<file path="src/rtl/segment_display_driver.sv">
// Time-multiplexed 8-digit hex driver for a 7-segment display.
// The value shown is a frame-aligned snapshot of data. Optionally, leading zeros are blanked.
module segment_display_driver #(
    parameter int unsigned SCAN_DIVIDE        = 100000,
    parameter int unsigned LEADING_ZERO_BLANK = 1
) (
    input  logic        clock,
    input  logic        reset,
    input  logic [31:0] data,
    input  logic        blank,
    output logic [7:0]  anodes,
    output logic [6:0]  segments,
    output logic        frameDone
);

    localparam int unsigned TICK_W   = (SCAN_DIVIDE > 1) ? $clog2(SCAN_DIVIDE) : 1;
    localparam logic [TICK_W-1:0] TICK_MAX = TICK_W'(SCAN_DIVIDE - 1);
    localparam logic        LZB_EN   = (LEADING_ZERO_BLANK != 0);

    logic [TICK_W-1:0] tick_q, tick_d;
    logic [2:0]        idx_q, idx_d;
    logic [31:0]       shadow_q, shadow_d;
    logic              frame_c;
    logic [31:0]       upper_c;
    logic [3:0]        nibble_c;
    logic              lead_zero_c;
    logic [6:0]        glyph_c;
    logic [7:0]        anodes_d;
    logic [6:0]        segments_d;

    // Scan timing and frame-boundary snapshot
    always_comb begin
        tick_d   = tick_q + TICK_W'(1);
        idx_d    = idx_q;
        shadow_d = shadow_q;
        frame_c  = 1'b0;
        if (tick_q == TICK_MAX) begin
            tick_d = '0;
            idx_d  = idx_q + 3'd1;
            if (idx_q == 3'd7) begin
                frame_c  = 1'b1;
                shadow_d = data;
            end
        end
    end

    // Outputs are decoded from next-state values so they change together with the digit index
    always_comb begin
        upper_c     = shadow_d >> {idx_d, 2'b00};
        nibble_c    = upper_c[3:0];
        lead_zero_c = (idx_d != 3'd0) && (upper_c == 32'd0);
        case (nibble_c)
            4'h0:    glyph_c = 7'b1000000;
            4'h1:    glyph_c = 7'b1111001;
            4'h2:    glyph_c = 7'b0100100;
            4'h3:    glyph_c = 7'b0110000;
            4'h4:    glyph_c = 7'b0011001;
            4'h5:    glyph_c = 7'b0010010;
            4'h6:    glyph_c = 7'b0000010;
            4'h7:    glyph_c = 7'b1111000;
            4'h8:    glyph_c = 7'b0000000;
            4'h9:    glyph_c = 7'b0010000;
            4'hA:    glyph_c = 7'b0001000;
            4'hB:    glyph_c = 7'b0000011;
            4'hC:    glyph_c = 7'b1000110;
            4'hD:    glyph_c = 7'b0100001;
            4'hE:    glyph_c = 7'b0000110;
            default: glyph_c = 7'b0001110;
        endcase
        anodes_d   = ~(8'b1 << idx_d);
        segments_d = glyph_c;
        if (blank || (LZB_EN && lead_zero_c)) begin
            anodes_d   = 8'hFF;
            segments_d = 7'b1111111;
        end
    end

    always_ff @(posedge clock or negedge reset) begin
        if (!reset) begin
            tick_q    <= '0;
            idx_q     <= 3'd0;
            shadow_q  <= 32'd0;
            frameDone <= 1'b0;
            anodes    <= 8'hFE;
            segments  <= 7'b1000000;
        end else begin
            tick_q    <= tick_d;
            idx_q     <= idx_d;
            shadow_q  <= shadow_d;
            frameDone <= frame_c;
            anodes    <= anodes_d;
            segments  <= segments_d;
        end
    end

endmodule
</file>
<file path="config.mk">
export PLATFORM = sky130hd
export DESIGN_NAME = segment_display_driver
export DESIGN_NICKNAME = d
export VERILOG_FILES = /design/src/rtl/segment_display_driver.sv
export SDC_FILE = /design/constraint.sdc
export NUM_CORES = 1
export LEC_CHECK = 0
export ABC_CLOCK_PERIOD_IN_PS = 4300
export CELL_PAD_IN_SITES_DETAIL_PLACEMENT = 0
export CELL_PAD_IN_SITES_GLOBAL_PLACEMENT = 1
export CORE_UTILIZATION = 43
export DETAILED_ROUTE_END_ITERATION = 10
export PLACE_DENSITY_LB_ADDON = 0.3
export SLEW_MARGIN = 20
export SYNTH_ARGS = -nofsm -noshare
export SYNTH_HDL_FRONTEND = slang
export SYNTH_SLANG_ARGS = --single-unit
</file>
<file path="constraint.sdc">
create_clock -name clock -period 4.3 [get_ports clock]
set_clock_uncertainty 0.2 [all_clocks]
set_input_delay 0.645 -clock clock [delete_from_list [all_inputs] [get_ports clock]]
set_output_delay 0.645 -clock clock [all_outputs]
set_load 0.01 [all_outputs]
</file>
== After elaboration in Yosys (flattened, before gate mapping) ==
Memories as Yosys holds them, arrays and structs flattened.
Cells that the tools add are included.
Storage, ports and cells
  memory bits (read-only): 112
  memories: 1
  flip-flop bits (word level): 68
  input bits: 35
  output and inout bits: 16
Memory list
  (name not given): words 16, width 7, rd ports 1, clocked after Yosys merged registers in 0, write ports 0, line 52  | case (nibble_c)
Operators by class
  reduce and logical (&&, ||, !) cells: 4
  mux-type cells: 8
  add/subtract/negate cells: 2
  equality and inequality tests: 2
  shifts and indexed selects: 2
  bitwise gates (word level): 1
Operator list (number)
  32-bit 2-to-1 mux: 2
  32-bit logical NOT: 1
  32-bit by 5-bit >> shifter with 32-bit output: 1
  17-bit by 1-bit adder with 17-bit output, second input constant: 1
  17-bit equality test, second input constant: 1
  17-bit 2-to-1 mux: 1
  8-bit 2-to-1 mux: 1
  8-bit inverter: 1
  1-bit by 3-bit left shift with 8-bit output, first input constant: 1
  7-bit 2-to-1 mux: 1
  3-bit by 1-bit adder with 3-bit output, second input constant: 1
  3-bit equality test, second input constant: 1
  3-bit 2-to-1 mux: 1
  3-bit nonzero test: 1
  1-bit 2-to-1 mux: 2
  1-bit logical AND: 1
  1-bit logical OR: 1

== Longest topological paths before layout ==
Gate-level depths: netlist (run 1).
  depth in word-level cells: 8
  gate-level depth with buffers: 18

== Worst setup path after synthesis (run 1) ==
OpenSTA, ideal clock, no wires.
  path type: register to register
  start: register idx_q[0]
  end: register anodes[4]
  cell stages (with the launch flop): 18
  required time: 4.003 ns
  setup slack: 0.558 ns
  data arrival time: 3.445 ns
  path buffers: 3
  clock period less this slack: 3.742 ns
  library setup time: 0.097 ns
  path through: dfrtp_1 ha_1 ha_1 buf_4 buf_2 clkbuf_1 nor2_1 mux4_2 a21oi_1 a22oi_1 a21oi_2 inv_1 ha_1 o31a_1 o221ai_2 nor4b_4 nor3_1 nand3_1
Between the ends
  longest elaborated chain between the ends: 8
  elaborated cells between the ends (all ways): 13
  those cells by class: 1 x add/sub; 1 x eq/ne; 2 x shift; 4 x mux; 1 x bitwise; 4 x reduce/logical
Ends and longest elaborated chain
  from (decl): line 21  | logic [2:0] idx_q, idx_d;
  from (signal assigned): line 88  | idx_q <= idx_d;
  branches (longest 7 deep; another with 3-bit by 1-bit adder with 3-bit output)
  8-bit 2-to-1 mux (*): line 72  | if (blank || (LZB_EN && lead_zero_c)) begin
  net anodes_d[4]: line 28  | logic [7:0] anodes_d;
  to (signal assigned): line 91  | anodes <= anodes_d;
  to (decl): line 11  | output logic [7:0] anodes,
Mark *: on every way through the listed nets, which the timed path passes.

== Final worst setup path (run 1) ==
  start: register tick_q[0]
  end: register anodes[4]
Between the ends
  longest elaborated chain between the ends: 7
  elaborated cells between the ends (all ways): 11
  those cells by class: 1 x eq/ne; 2 x shift; 3 x mux; 1 x bitwise; 4 x reduce/logical
Ends and longest elaborated chain
  from (decl): line 20  | logic [TICK_W-1:0] tick_q, tick_d;
  from (signal assigned): line 87  | tick_q <= tick_d;
  17-bit equality test (*): line 37  | if (tick_q == TICK_MAX) begin
  32-bit 2-to-1 mux or 3-bit 2-to-1 mux (tied branches): line 37
  32-bit by 5-bit >> shifter with 32-bit output: line 49  | upper_c = shadow_d >> {idx_d, 2'b00};
  32-bit logical NOT: line 51  | lead_zero_c = (idx_d != 3'd0) && (upper_c == 32'd0);
  1-bit logical AND: line 51
  1-bit logical OR: line 72
  8-bit 2-to-1 mux (*): line 72
  net anodes_d[4]: line 28
The timed path passes the listed nets; every way through them passes the cells marked *.

==> results.md, run 1 <==
Status:
- The run finished with clean final reports.

Drt:
- After detailed routing, the number of remaining DRC violations is 0.
- The total via count after detailed routing is 3602.
- The routed wire length is 10600 µm.
- The DRC violation total after the first TritonRoute iteration is 160.
- After detailed routing, the number of vias per cell comes to 5.53.
- The detail-routed net length per standard cell is 16.3 µm.
- The post-detailed-route count of antenna-violating nets is 0.
- Before antenna repair, the detailed router went through 4 iterations.

Layout:
- Summing all flip-flop and latch instances after layout gives 1710 µm².
- The repair_antennas step left the layout with diodes totalling 0.
- The count of nets after finishing is 557.
- The count of filler cells inserted in the layout is 921.
- Cells with a size suffix above 1 make up 16.6% of the layout.
- The post-route cell area is 5170 µm².
- The area of the multi-input gates is 2410 µm².
- The layout overhead on the synthesized area is 20.0%.

Pwr:
- In this run the power density over the cells is 242 nW/µm².
- The share of total power dissipated in sequential elements is 51.5%.
- The internal portion of total power is 961 µW.
- In this run switching power makes up 23.1% of total power.
- The maximum VDD drop is 0.162 mV.
- The share of total power dissipated in the clock network is 43.1%.
- The relative contribution of combinational cells to total power is 5.4%.
- The switching power summed over all nets is 288 µW.
- The leakage dissipation is 2.04 nW.

Worst setup path:
- At the worst endpoint, the required time is 4.36 ns.
- The critical path starts at tick_q[0]$_DFF_PN0_.
- The critical path class is reg2reg.
- The kind of start point of the critical path is a register.
- Walking the worst path, the cells encountered are ha_1 > and4_1 > and4_1 > xnor2_4 > inv_2 > a31oi_1 > a22oi_1 > a21oi_2 > inv_1 > ha_1 > o31a_1 > o221ai_2 > nor4b_4 > nor3_1 > nand3_1.
- Of all nets on the critical path, the largest fanout is 11.
- In this design, the stage delay of the slowest critical-path cell is 0.39 ns.
- The slowest cell on the critical path is sky130_fd_sc_hd__dfrtp_1.
- STA puts the critical path data arrival time at 3.94 ns.
- Counting both buffers and inverters, the worst setup path holds a total of 2.
- STA classifies the critical path endpoint as a register.
- On the critical path the largest part of the delay comes from simple AND/OR/NAND/NOR gates.
- In this run the critical register-to-register path is launched from tick_q[0]$_DFF_PN0_.

Timing:
- The final critical path time including I/O delays and setup is 3.88 ns.
- The part of the cycle the worst path needs is 90.2%.
- Measured against its own limit, the worst slew margin works out to 52.7%.
- Setup violations remaining at the end of the flow were counted as 0.
- The final number of max-transition violations is 0.
- The worst hold slack across all endpoints is 0.143 ns.
- Setup repair after global routing left no endpoint under its margin.
- For the pin with the worst max-slew slack, the measured transition is 0.710 ns.
- Setup total negative slack on the finished layout was measured at 0 ns.
- The number of failing hold endpoints at the final stage is 0.
- The maximum clock frequency is 0.258 GHz.

Clock tree:
- The number of clock buffers added by TritonCTS is 9.
- In this run the clock root is driven by a sky130_fd_sc_hd__clkbuf_8.
- The post-cts hold buffer count is 0.
- The deepest level of the CTS H-tree is 3.
- The clock latency reported for the late side of the worst-skew pair is 0.35 ns.
- Counting every sink on the clock net gives 68.
- The CTS tree is done.
- The clock input transition at the sequential cells of the worst setup and hold paths is 0.08 ns.
- The number of buffers between clock root and the deepest sink is 2.
- Once the clock tree was built, the resizer swapped 0 gates to a different size.

Flow run:
- The total of max-cap violations is 0.

GRT:
- The first global-routing pass estimated 17600 µm of wire.
- Global routing finished with a remaining overflow of 0.
- Entering global routing, the biggest net connects 50 pins.
- The aggregate global-route resource usage is 22.2%.
- The number of antenna violations at the first check in global routing is 0.
- The number of global-route vias before repair is 3506.

Synthesis:
- Among all flip-flop cells after synthesis, the most frequent one is sky130_fd_sc_hd__dfrtp_1.
- The post-synthesis instance total is 464.
- The share of synthesized area in the top cell type comes to 34.9%.
- The net count after synthesis is 508.
- After synthesis, the largest family of logic cells by area is simple AND/OR/NAND/NOR gates.
- In this run the mean area of a mapped cell was 9.28 µm².
- Summing the areas of all compound-gate instances in the mapped netlist gives 11.9% of the synthesized area.
- The count of state elements after synthesis is 68.
- Yosys attributes the largest share of cell area to sky130_fd_sc_hd__dfrtp_1 (35%), sky130_fd_sc_hd__nand2_1 (7.4%), sky130_fd_sc_hd__dfstp_2 (4.9%).
- Counting flops with an async set or reset pin after synthesis yields a share of 100%.
- The synthesized netlist devotes 3.49% of its cell area to XOR and XNOR gates.
- The synthesized netlist occupies a cell area of 4310 µm².
- After synthesis, the netlist uses 58 different library cells.
- After synthesis, the share of cell area in mux cells is 14.9%.
- After Yosys synthesis, full adders, half adders and majority gates account for 2.61% of the synthesized area.
- After Yosys synthesis, and, or, nand and nor cells account for 23.1% of the synthesized area.
- For this run, the register share of the synthesized area comes to 39.7%.
- The number of synthesized flops with an enable pin is 0.
- Of all cell types, the one taking the most synthesized area is sky130_fd_sc_hd__dfrtp_1.
- The number of warning messages in the yosys log is 0.

Placement:
- The count of port buffers added during placement is 50.
- The post-detailed-placement half-perimeter wirelength is 7550 µm.
- The cell area reported after detailed placement is 4960 µm².
- Routability-driven placement finished with a final weighted congestion of 0.872.

Floorplan:
- The area inside the core boundary is 9730 µm².
- The overall die area is 10400 µm².
- In this run the vertical extent of the chip is 102 µm.
- The top-level port count is 51.
- The floorplan die width is 102 µm.
- Row generation in the floorplan step produced 36 rows.
- For this configuration, the core starts out at a cell density of 44.3%.

Hold path:
- The type of the tightest min-delay check is in2async.
-- Yosys cell counts (3+ instances only) --
cell type and n:
sky130_fd_sc_hd__nand3b_1 3, sky130_fd_sc_hd__o22ai_1 4, sky130_fd_sc_hd__nor2_1 37, sky130_fd_sc_hd__nor3_1 7, sky130_fd_sc_hd__ha_1 9, sky130_fd_sc_hd__and3_1 6, sky130_fd_sc_hd__and2_1 3, sky130_fd_sc_hd__nor2b_1 7
sky130_fd_sc_hd__clkbuf_1 9, sky130_fd_sc_hd__a211oi_1 9, sky130_fd_sc_hd__a31oi_1 5, sky130_fd_sc_hd__nor3b_1 3, sky130_fd_sc_hd__mux4_2 9, sky130_fd_sc_hd__xor2_1 7, sky130_fd_sc_hd__dfrtp_1 60, sky130_fd_sc_hd__buf_2 14
sky130_fd_sc_hd__mux2i_1 20, sky130_fd_sc_hd__or3_1 3, sky130_fd_sc_hd__a21oi_1 15, sky130_fd_sc_hd__o21ai_0 22, sky130_fd_sc_hd__xnor2_1 7, sky130_fd_sc_hd__nor4_1 7, sky130_fd_sc_hd__a2111oi_0 4, sky130_fd_sc_hd__nand4_1 3
sky130_fd_sc_hd__dfstp_2 8, sky130_fd_sc_hd__mux2_2 18, sky130_fd_sc_hd__nand2_1 85, sky130_fd_sc_hd__o31ai_1 3, sky130_fd_sc_hd__inv_1 10, sky130_fd_sc_hd__nand3_1 31, sky130_fd_sc_hd__inv_2 3
-- routing by layer --
metal	track usage, %	vias up	wire [µm]
li1	-	1754	-
met1	29.2	1748	4940
met2	37.1	84	5040
met3	3.76	16	426
met4	8.02	0	196
met5	0	-	0
-- final timing paths --
path / to / slack, ns / cells after the start
worst max-delay path: anodes[4]$_DFF_PN1_ / 0.42 / 15
worst min-delay path: tick_q[8]$_DFF_PN0_ / 0.14 / 1
max in group asynchronous: idx_q[0]$_DFF_PN0_ / 2.78 / 2
worst min register to register: tick_q[0]$_DFF_PN0_ / 0.29 / 1
min in group clock: tick_q[0]$_DFF_PN0_ / 0.29 / 1
worst max register to register: anodes[4]$_DFF_PN1_ / 0.42 / 15
-- registers in the layout (all words and copies together), names as in the netlist --
register and flops:
segments 7, anodes 8, idx_q 3, frameDone 1, tick_q 17, shadow_q 32
-- cell usage in the layout, fill, tap and decap left out, types with 5 or more instances in the layout --
cell type / n
sky130_fd_sc_hd__nor4_1: 7
sky130_fd_sc_hd__nor2_1: 37
sky130_fd_sc_hd__nand3_1: 31
sky130_fd_sc_hd__dfstp_2: 8
sky130_fd_sc_hd__a211oi_1: 9
sky130_fd_sc_hd__a31oi_1: 5
sky130_fd_sc_hd__mux2i_1: 20
sky130_fd_sc_hd__xnor2_1: 7
sky130_fd_sc_hd__clkbuf_8: 10
sky130_fd_sc_hd__buf_4: 15
sky130_fd_sc_hd__inv_1: 10
sky130_fd_sc_hd__a21oi_1: 15
sky130_fd_sc_hd__dfrtp_1: 59
sky130_fd_sc_hd__nor3_1: 7
sky130_fd_sc_hd__nand2_1: 85
sky130_fd_sc_hd__mux4_2: 9
sky130_fd_sc_hd__nor2b_1: 7
sky130_fd_sc_hd__and3_1: 6
sky130_fd_sc_hd__xor2_1: 7
sky130_fd_sc_hd__clkdlybuf4s50_1: 49
sky130_fd_sc_hd__mux2_2: 18
sky130_fd_sc_hd__ha_1: 9
sky130_fd_sc_hd__o21ai_0: 22
-- cells by family (layout without fill, tap and decap cells) --
kind of cell | after synthesis | after routing
muxes | 49 | 49
xor gates and xnor gates | 15 | 15
AOI/OAI and AO/OA | 78 | 78
and+or+nand+nor | 204 | 204
DFF | 68 | 68
adders and majority gates | 9 | 9
buffers and inverters | 41 | 95
-- per-stage QoR --
stage | power (mW) | setup slack, ns | std cells | util [%]
after detailed placement | 0.724 | 0.353 | 634 | 51.0
after CTS | 1.27 | 0.330 | 650 | 53.0
after global placement | 0.724 | 0.511 | 634 | 51.0
final | 1.25 | 0.422 | 651 | 53.1
after global routing | 1.30 | 0.0392 | 651 | 53.1
after floorplan | 0.665 | 0.558 | 464 | -
-- area by class of cell --
class / instances / area share, %
clock buffers: 10 / 2.66
clock inverters: 6 / 1.23
repair buffers: 66 / 12.2
multi-input cells: 355 / 46.6
well taps: 133 / 3.22
flip-flops and latches: 68 / 33.1
inverters: 13 / 0.944
-- power by group through the flow --
stage	Clock (mW)	Combinational [mW]	Sequential, mW
2_1_floorplan	0	0.00743	0.657
3_3_place_gp	0	0.0684	0.655
3_5_place_dp	0	0.0684	0.656
4_1_cts	0.557	0.0688	0.643
5_1_grt	0.585	0.0748	0.643
6_report	0.539	0.0672	0.643
-- timing repair --
action	in CTS	in global routing
setup buffers	0	1
endpoints found under the hold margin	0	0
setup endpoints to repair	0	1
Note: power is estimated with default switching activity, not from simulation.
==> run 2, diff against run 1 <==
Settings changed: ABC_AREA set to 1, CORE_ASPECT_RATIO set to 1.75, CORE_UTILIZATION 43 to 41, PLACE_DENSITY set to 0.82, PLACE_DENSITY_LB_ADDON 0.3 to not set.
==> run 2 against run 1 <==
Against the previous run:
- final cell count grew 26%
- clock-buffer cell count grew 4
- non-clock buffer count shrank 4
- first-iteration DRC count grew 64%
==> results.md, run 2 <==
Drt:
- The routed wire length is 12200 µm (+15%).
- The met3 layer wire length in the routed design is 345 µm (-19%).
- The post-detailed-route count of antenna-violating nets was 0 (unchanged).
- The routed metal-1 wire length was 4800 µm (-2.8%).
- The number of design rule violations left after detail routing is 0 (unchanged).
- The DRC violation total after the first TritonRoute iteration is 263 (+64%).
- The via count normalized by instance count is 5.07 (-8.3%).
- The amount of wire on met2 after detailed routing came to 6730 µm (+34%).
- The detail-routed net length per standard cell is 15.0 µm (-8.1%).
- The total via count after detailed routing is 4149 (+15%).
- The number of detailed-routing iterations run before antenna repair is 4 (unchanged).
- The highest layer touched by signal routing is met4.

GRT:
- The number of antenna violations at the first check in global routing was 0 (unchanged).
- The total congestion overflow after global routing is 0 (unchanged).
- The wire length of the first global-routing pass is 20600 µm (+17%).
- The number of global-route vias before repair is 4313 (+23%).
- The aggregate global-route resource usage is 23.9% (+1.6 points).
- The maximum number of pins on one net before global-route repair came to 48 (-4.0%).

Synthesis:
- sky130_fd_sc_hd__nand2_1 is the most common cell in the netlist.
- The count of state elements after synthesis is 68 (unchanged).
- The per-instance average area after synthesis is 6.96 µm² (-25%).
- The most used flip-flop cell after synthesis is sky130_fd_sc_hd__dfrtp_1.
- The portion of synthesized cell area occupied by the leading cell type is 33.8% (-1.0 points).
- The share of the yosys chip area belonging to registers is 38.5% (-1.2 points).
- The number of distinct library cell variants in the gate-level netlist after synthesis is 40 (-31%).
- The async set or reset register ratio after synthesis is 100% (unchanged).
- Ranked by total cell area, the synthesized netlist is headed by sky130_fd_sc_hd__dfrtp_1 (34%), sky130_fd_sc_hd__nand2_1 (21%), sky130_fd_sc_hd__inv_1 (5.4%).
- The post-synthesis instance total was 638 (+38%).
- The net count after synthesis was 682 (+34%).
- The number of synthesized flops with an enable pin is 0 (unchanged).
- Ranked by instance count, the synthesized netlist is headed by sky130_fd_sc_hd__nand2_1 (254), sky130_fd_sc_hd__inv_1 (64), sky130_fd_sc_hd__dfrtp_1 (60).
- The number of warning messages in the yosys log is 0 (unchanged).
- The cell area after synthesis is 4440 µm² (+3.1%).
- sky130_fd_sc_hd__dfrtp_1 takes more of the synthesized area than any other cell.

Placement:
- The post-detailed-placement half-perimeter wirelength is 9270 µm (+23%).
- The count of port buffers added during placement is 50 (unchanged).
- The placer congestion estimate was 0.920 (+5.4%).

Layout:
- The register with the most flip-flops is shadow_q.
- The final core utilization is 50.9% (-2.2 points).
- The count of nets after finishing came to 730 (+31%).
- The count of antenna diodes in the layout is 0 (unchanged).
- The largest registers in the layout are shadow_q: 32 flops, tick_q: 17 flops, anodes: 8 flops.
- The most common cell after layout, fill and taps aside is sky130_fd_sc_hd__nand2_1.
- The area growth from synthesis to layout is 19.4%.
- The number of flip-flops in the largest register is 32 (unchanged).
- The fraction of layout cells with a size suffix above 1 is 10.4% (-6.2 points).
- In the layout the commonest cells are sky130_fd_sc_hd__nand2_1 (254), sky130_fd_sc_hd__inv_1 (64), sky130_fd_sc_hd__dfrtp_1 (60), sky130_fd_sc_hd__clkdlybuf4s50_1 (49), sky130_fd_sc_hd__nor2_1 (46).

Timing:
- Setup repair after global routing left no endpoint under its margin.
- The slew of the pin with the lowest slew margin is 0.753 ns (+0.0430 ns).
- The final number of max-transition violations is 0 (unchanged).
- The sum of negative setup slack is 0 ns (unchanged).
- The setup-violating endpoint count in the final report is 0 (unchanged).
- The number of failing hold endpoints at the final stage is 0 (unchanged).
- The maximum clock frequency is 0.283 GHz (+9.8%).
- The final critical path time including I/O delays and setup is 3.53 ns (-0.347 ns).
- The part of the cycle the worst path needs is 82.1% (-8.1 points).
- The relative max-transition margin is 49.8% (-2.9 points).

Pwr:
- The power per cell area is 264 nW/µm² (+9.2%).
- The maximum VDD drop came to 0.248 mV (+53%).
- The leakage dissipation came to 2.68 nW (+31%).

Clock tree:
- The clock input transition at the sequential cells of the worst setup and hold paths is 0.06 ns (-0.02 ns).
- The root buffer cell chosen for the clock tree is sky130_fd_sc_hd__clkbuf_16.
- The CTS tree is done.
- The total clock buffers created by CTS is 9 (unchanged).
- The number of sinks handled by clock tree synthesis is 68 (unchanged).
- The clock latency reported for the late side of the worst-skew pair is 0.33 ns (-0.02 ns).
- The post-cts hold buffer count is 0 (unchanged).
- The post-CTS setup buffer count is 0 (unchanged).
- The number of resized instances in the post-cts repair step is 0 (unchanged).
- The number of buffers between clock root and the deepest sink was 2 (unchanged).
- The deepest level of the CTS H-tree was 3 (unchanged).

Floorplan:
- The floorplan die width is 80.7 µm (-21%).
- The row count was 49 (+36%).
- The overall die area is 11300 µm² (+8.1%).
- The effective utilization at floorplan is 42.6% (-1.7 points).
- The die height is 140 µm (+37%).
- The area inside the core boundary came to 10400 µm² (+7.1%).
- The top-level port count is 51 (unchanged).

Hold path:
- The type of the tightest min-delay check is in2async.

Worst setup path:
- The critical path in this run is classified as reg2reg.
- The required time at the endpoint of the critical path was 4.36 ns (about the same).
- STA classifies the critical path startpoint as a register.
- The critical-path maximum fanout is 23 (+12).
- The nature of the critical path endpoint is a register.
- The arrival time of data at the critical path endpoint was 3.59 ns (-0.35 ns).

Status:
- The run finished with clean final reports.

Flow run:
- The total of max-cap violations is 0 (unchanged).
-- run 2: cell families (layout without fill, tap and decap cells) --
| kind of cell | count (synthesis) | count (layout) | share of synthesized area [%] |
|---|---|---|---|
| compound gates | 47 | 47 | 5.83 |
| xor+xnor | 3 | 3 | 0.592 |
| fa+ha+maj | 9 | 9 | 2.54 |
| buf+inv | 96 | 149 | 9.61 |
| flops | 68 | 68 | 38.5 |
| mux | 3 | 3 | 0.676 |
| simple gates | 412 | 412 | 42.2 |
-- run 2: final timing paths --
check                               startpoint                    end  cells past startpoint  slack (ns)
max                        tick_q[0]$_DFF_PN0_  segments[0]$_DFF_PN0_                     20        0.77
min                                      reset   tick_q[12]$_DFF_PN0_                      1        0.18
max reg2reg                tick_q[0]$_DFF_PN0_  segments[0]$_DFF_PN0_                     20        0.77
min reg2reg                tick_q[0]$_DFF_PN0_    tick_q[0]$_DFF_PN0_                      1        0.27
max in group asynchronous                reset    anodes[1]$_DFF_PN1_                      2        2.74
min in group clock         tick_q[0]$_DFF_PN0_    tick_q[0]$_DFF_PN0_                      1        0.27
-- run 2: routing by layer --
layer,up-vias,GRT usage (%)
li1,2128,-
met1,1937,25.8
met2,62,44.0
met3,22,4.66
met4,0,9.40
met5,-,0
-- run 2: layout make-up --
type	instances	area (µm²)
fill	1046	5120
clock buffer	14	264
inverter	71	272
tap	127	159
timing repair buffer	62	586
sequential	68	1710
clock inverter	2	10.0
multi-input combinational	474	2300
-- run 2: critical path: stages, from the launching register on --
cell and delay (ns):
sky130_fd_sc_hd__dfrtp_1 0.37, sky130_fd_sc_hd__ha_1 0.20, sky130_fd_sc_hd__nand3_2 0.17, sky130_fd_sc_hd__nor2_4 0.27, sky130_fd_sc_hd__nand3_4 0.23, sky130_fd_sc_hd__nand2_1 0.15
sky130_fd_sc_hd__nand2_2 0.26, sky130_fd_sc_hd__nand2_1 0.15, sky130_fd_sc_hd__nand2_1 0.08, sky130_fd_sc_hd__nand2_1 0.06, sky130_fd_sc_hd__nand2_1 0.09, sky130_fd_sc_hd__o21ai_0 0.26
sky130_fd_sc_hd__ha_1 0.26, sky130_fd_sc_hd__nand2_1 0.07, sky130_fd_sc_hd__inv_1 0.05, sky130_fd_sc_hd__nand2_1 0.04, sky130_fd_sc_hd__nor2_1 0.08, sky130_fd_sc_hd__nand2_1 0.06
sky130_fd_sc_hd__nor2_2 0.13, sky130_fd_sc_hd__nand2_4 0.17, sky130_fd_sc_hd__nand3_1 0.11
-- run 2: power breakdown --
| part | switching [mW] | internal (mW) |
|---|---|---|
| logic | 0.0294 | 0.0365 |
| registers | 0.00120 | 0.645 |
| clock network | 0.268 | 0.420 |
-- run 2: stage by stage --
step / hold WS, ns / setup WS (ns) / total power, mW / area, µm² / std cells
after detailed placement: 0.266 / 0.756 / 0.724 / 5030 / 802
final: 0.180 / 0.769 / 1.40 / 5300 / 818
after CTS: 0.210 / 0.740 / 1.42 / 5300 / 818
after global placement: 0.244 / 0.842 / 0.723 / 5030 / 802
after floorplan: 0.149 / 1.02 / 0.669 / 4440 / 638
after global routing: 0.254 / 0.246 / 1.45 / 5300 / 818
==> patch 1: new RTL, settings of run 2 <==
Put one more register stage on the output `segments`, with the module's reset. The value now appears one clock later. The other outputs are not delayed to match.
--- a/src/rtl/segment_display_driver.sv
+++ b/src/rtl/segment_display_driver.sv
@@ -17,4 +17,6 @@
     localparam logic [TICK_W-1:0] TICK_MAX = TICK_W'(SCAN_DIVIDE - 1);
     localparam logic        LZB_EN   = (LEADING_ZERO_BLANK != 0);
+
+    logic [6:0] segments_s0;
 
     logic [TICK_W-1:0] tick_q, tick_d;
@@ -83,5 +85,5 @@
             frameDone <= 1'b0;
             anodes    <= 8'hFE;
-            segments  <= 7'b1000000;
+            segments_s0 <= 7'b1000000;
         end else begin
             tick_q    <= tick_d;
@@ -90,5 +92,13 @@
             frameDone <= frame_c;
             anodes    <= anodes_d;
-            segments  <= segments_d;
+            segments_s0 <= segments_d;
+        end
+    end
+
+    always_ff @(posedge clock or negedge reset) begin
+        if (!reset) begin
+            segments <= '0;
+        end else begin
+            segments <= segments_s0;
         end
     end
Formal check against the unedited RTL: not equivalent (Yosys sat finds a counterexample within 4 cycles, from zero or initial values and one cycle with reset low).
==> patch 1 against run 2 <==
- synthesized area grew 3.9%
- highest routed layer unchanged
- total power grew 9.1%
- final area grew 3.7%
- sequential cell count grew 7
- critical path type unchanged
- global-route usage shrank 0.12 points
- sequential power grew 11%
- via count grew 3.1%
- setup slack lost 0.030 ns
- cell count grew 1.2%
- routed wire length grew 4.8%
==> patch 1: results (changes against run 2) <==
combinational fraction of design power=0.043 (-0.004); WL met2=7140 µm (+6.1%); crit-path max FO=15 (-35%); WHS=0.152 ns (-0.0277 ns); P_int=1.21 mW (+10%); GR Layer Usage met2=0.441 (+0.00126); met3 routed WL=344 µm (-0.29%); top cells by count, synth=nand2_1, dfrtp_1, inv_1; top cells by area, synth=dfrtp_1, nand2_1, inv_1; dpl hpwl=9590 µm (+3.4%); post-route setup slack=0.739 ns (-0.0299 ns); Synth Area in Compound Gates=0.0561 (-0.00221); Most used DFF post-synth=dfrtp_1; mux contribution to synthesized area=0.00651 (-0.000257); biggest cell delay along the critical path=0.40 ns (+0.03 ns); Leak=2.77 nW (+3.1%); clk_lat worst skew=0.33 ns (about the same); Critical Path Source Type=register; syn_nets=689 (+1.0%); maximum vdd ir drop=0.216 mV (-13%); post-synthesis adder-cell area fraction=0.0244 (-0.000962); largest net degree at the start of global routing=76 (+58%); met3 GRT Util=0.0365 (-0.0100); relative slew slack=0.348 (-0.150); Hold Crit Class=register to register; drt total wl=12800 µm (+4.8%); Final GP Congestion=0.819 (-11%); combinational power=0.0664 mW (+0.8%); R2R depth=22 (+10%); post-place setup slack=0.741 ns (-0.0146 ns); vias in the first global route=4269 (-1.0%); status=finished clean; average vias per placed instance=5.17 (+1.9%); global-route usage over all layers=0.238 (-0.00118); first-pass GRT wire length=20800 µm (+1.1%); met1 global-route usage=0.254 (-0.00382); initial drt markers=218 (-17%); sequential share of the synthesized area=0.409 (+0.0233); met1 WL=4920 µm (+2.5%); worst r2r dst=segments_s0[1]; Final #Nets=737 (+0.96%); xor and xnor area share after synthesis=0.00569 (-0.000225); layout cells sized above 1=0.103 (-0.00104)
==> patch 1: critical path: cells and delay by family (launching register included) <==
family	cells	cell delay [ns]
buffers and inverters	3	0.56
AOI/OAI and AO/OA	1	0.24
and+or+nand+nor	16	1.59
adders and majority gates	2	0.50
DFF	1	0.40
==> patch 1: how the worst min path moves through the flow <==
stage | start | end
3_3_place_gp | segments_s0[3] | segments[3]
6_report | segments_s0[3] | segments[3]
2_1_floorplan | segments_s0[0] | segments[0]
5_1_grt | segments_s0[3] | segments[3]
3_5_place_dp | segments_s0[3] | segments[3]
4_1_cts | segments_s0[4] | segments[4]
==> patch 1: layout make-up <==
type / count / area [µm²]
clock buffer: 13 / 250
clock inverter: 3 / 40.0
fill: 1108 / 5320
inverter: 71 / 272
multi-input combinational: 474 / 2300
sequential: 75 / 1890
tap: 130 / 163
timing repair buffer: 62 / 588
==> patch 1: through the flow <==
step                cells  area [µm²]
floorplan             645        4620
global placement      812        5210
detailed placement    812        5210
CTS                   828        5500
global route          828        5500
finish                828        5500
==> patch 2: new RTL, flow settings as in run 2 <==
Without the edit above. Set the parameter `SCAN_DIVIDE` to 400000 (it was 100000).
--- a/src/rtl/segment_display_driver.sv
+++ b/src/rtl/segment_display_driver.sv
@@ -2,5 +2,5 @@
 // The value shown is a frame-aligned snapshot of data. Optionally, leading zeros are blanked.
 module segment_display_driver #(
-    parameter int unsigned SCAN_DIVIDE        = 100000,
+    parameter int unsigned SCAN_DIVIDE        = 400000,
     parameter int unsigned LEADING_ZERO_BLANK = 1
 ) (
Behaviour: same outputs for any inputs over 10 cycles, from zero or initial values and one cycle with reset low; that may be too few to reach the edited logic, so the function may still have changed.
==> patch 2 against run 2 <==
- first-iteration DRC count shrank 37%
- setup slack lost 0.29 ns
- combinational power shrank 16%
- clock power grew 18%
- global-route usage grew 0.070 points
- sequential share of layout area shrank 0.21 points
- routed wire length grew 4.9%
- sequential power grew 3%
- synthesized area grew 4.6%
- final area grew 3.6%
- total power grew 9.4%
- sequential cell count grew 2
==> patch 2: results (changes against run 2) <==
global-route usage over all layers=0.240 (+0.000699); WHS=0.113 ns (-0.0672 ns); Top Registers=shadow_q: 32 flops, tick_q: 19 flops, anodes: 8 flops; mux contribution to synthesized area=0.00862 (+0.00186); post-synthesis adder-cell area fraction=0.0243 (-0.00111); syn_nets=697 (+2.2%); CP Data Required Time=4.28 ns (-0.08 ns); Final GP Congestion=0.883 (-4.0%); largest net degree at the start of global routing=44 (-8.3%); vias in the first global route=4364 (+1.2%); dpl hpwl=10000 µm (+8.1%); flop2flop setup slack=0.48 ns (-0.29 ns); Leak=2.82 nW (+5.0%); maximum vdd ir drop=0.228 mV (-8.1%); initial drt markers=165 (-37%); Netlist cell types=41 (+2.5%); drt total wl=12800 µm (+4.9%); Synth Area in Compound Gates=0.0582 (-0.000121); first-pass GRT wire length=20800 µm (+1.2%); layout cells sized above 1=0.123 (+0.0187); Final #Nets=739 (+1.2%); sequential share of the synthesized area=0.379 (-0.00605); shortest period the worst path allows=3.82 ns (+0.288 ns); average vias per placed instance=5.07 (about the same); crit-path max FO=25 (+8.7%); status=finished clean
==> patch 2: kinds of logic (layout without fill, tap and decap cells) <==
kind of cell	Yosys count	after routing
AOI/OAI and AO/OA	49	49
buffers and inverters	100	147
xor gates and xnor gates	5	5
adders and majority gates	9	9
DFF	70	70
muxes	4	4
and+or+nand+nor	416	416
==> patch 2: path summary, 6_finish.rpt <==
path | endpoint | from
worst max register to register | segments[2] | tick_q[0]
min in group clock | tick_q[0] | tick_q[0]
worst max-delay path | segments[2] | tick_q[0]
max in group asynchronous | segments[6] | reset
worst min register to register | tick_q[0] | tick_q[0]
worst min-delay path | shadow_q[17] | reset
==> patch 2: final cells by class <==
cell class | count | area (µm²)
Sequential cell | 70 | 1760
Multi-Input combinational cell | 483 | 2410
Clock buffer | 10 | 229
Tap cell | 132 | 165
Timing Repair Buffer | 58 | 556
Fill cell | 1182 | 5610
Clock inverter | 6 | 93.8
Inverter | 73 | 275
==> patch 2: power breakdown <==
group / total, mW / switching (mW) / internal [mW]
logic: 0.0554 / 0.0233 / 0.0320
registers: 0.663 / 0.000948 / 0.662
clock network: 0.814 / 0.302 / 0.512
total: 1.53 / 0.326 / 1.21
==> patch 2: metrics by stage <==
| stage | utilization | cell area (µm²) |
|---|---|---|
| final | 0.495 | 5500 |
| after global routing | 0.495 | 5500 |
| after CTS | 0.495 | 5500 |
| after detailed placement | 0.466 | 5170 |
| after global placement | 0.466 | 5170 |
| after floorplan | - | 4640 |
==> patch 2: per-layer routing <==
layer  share of wire  GRT usage  wire (µm)  vias to the layer above
met5               0          0          0                        -
met3           0.025     0.0435        325                       34
li1                -          -          -                     2150
met1            0.37      0.233       4720                     1959
met4           0.044      0.130        569                        0
met2            0.56      0.454       7220                       73
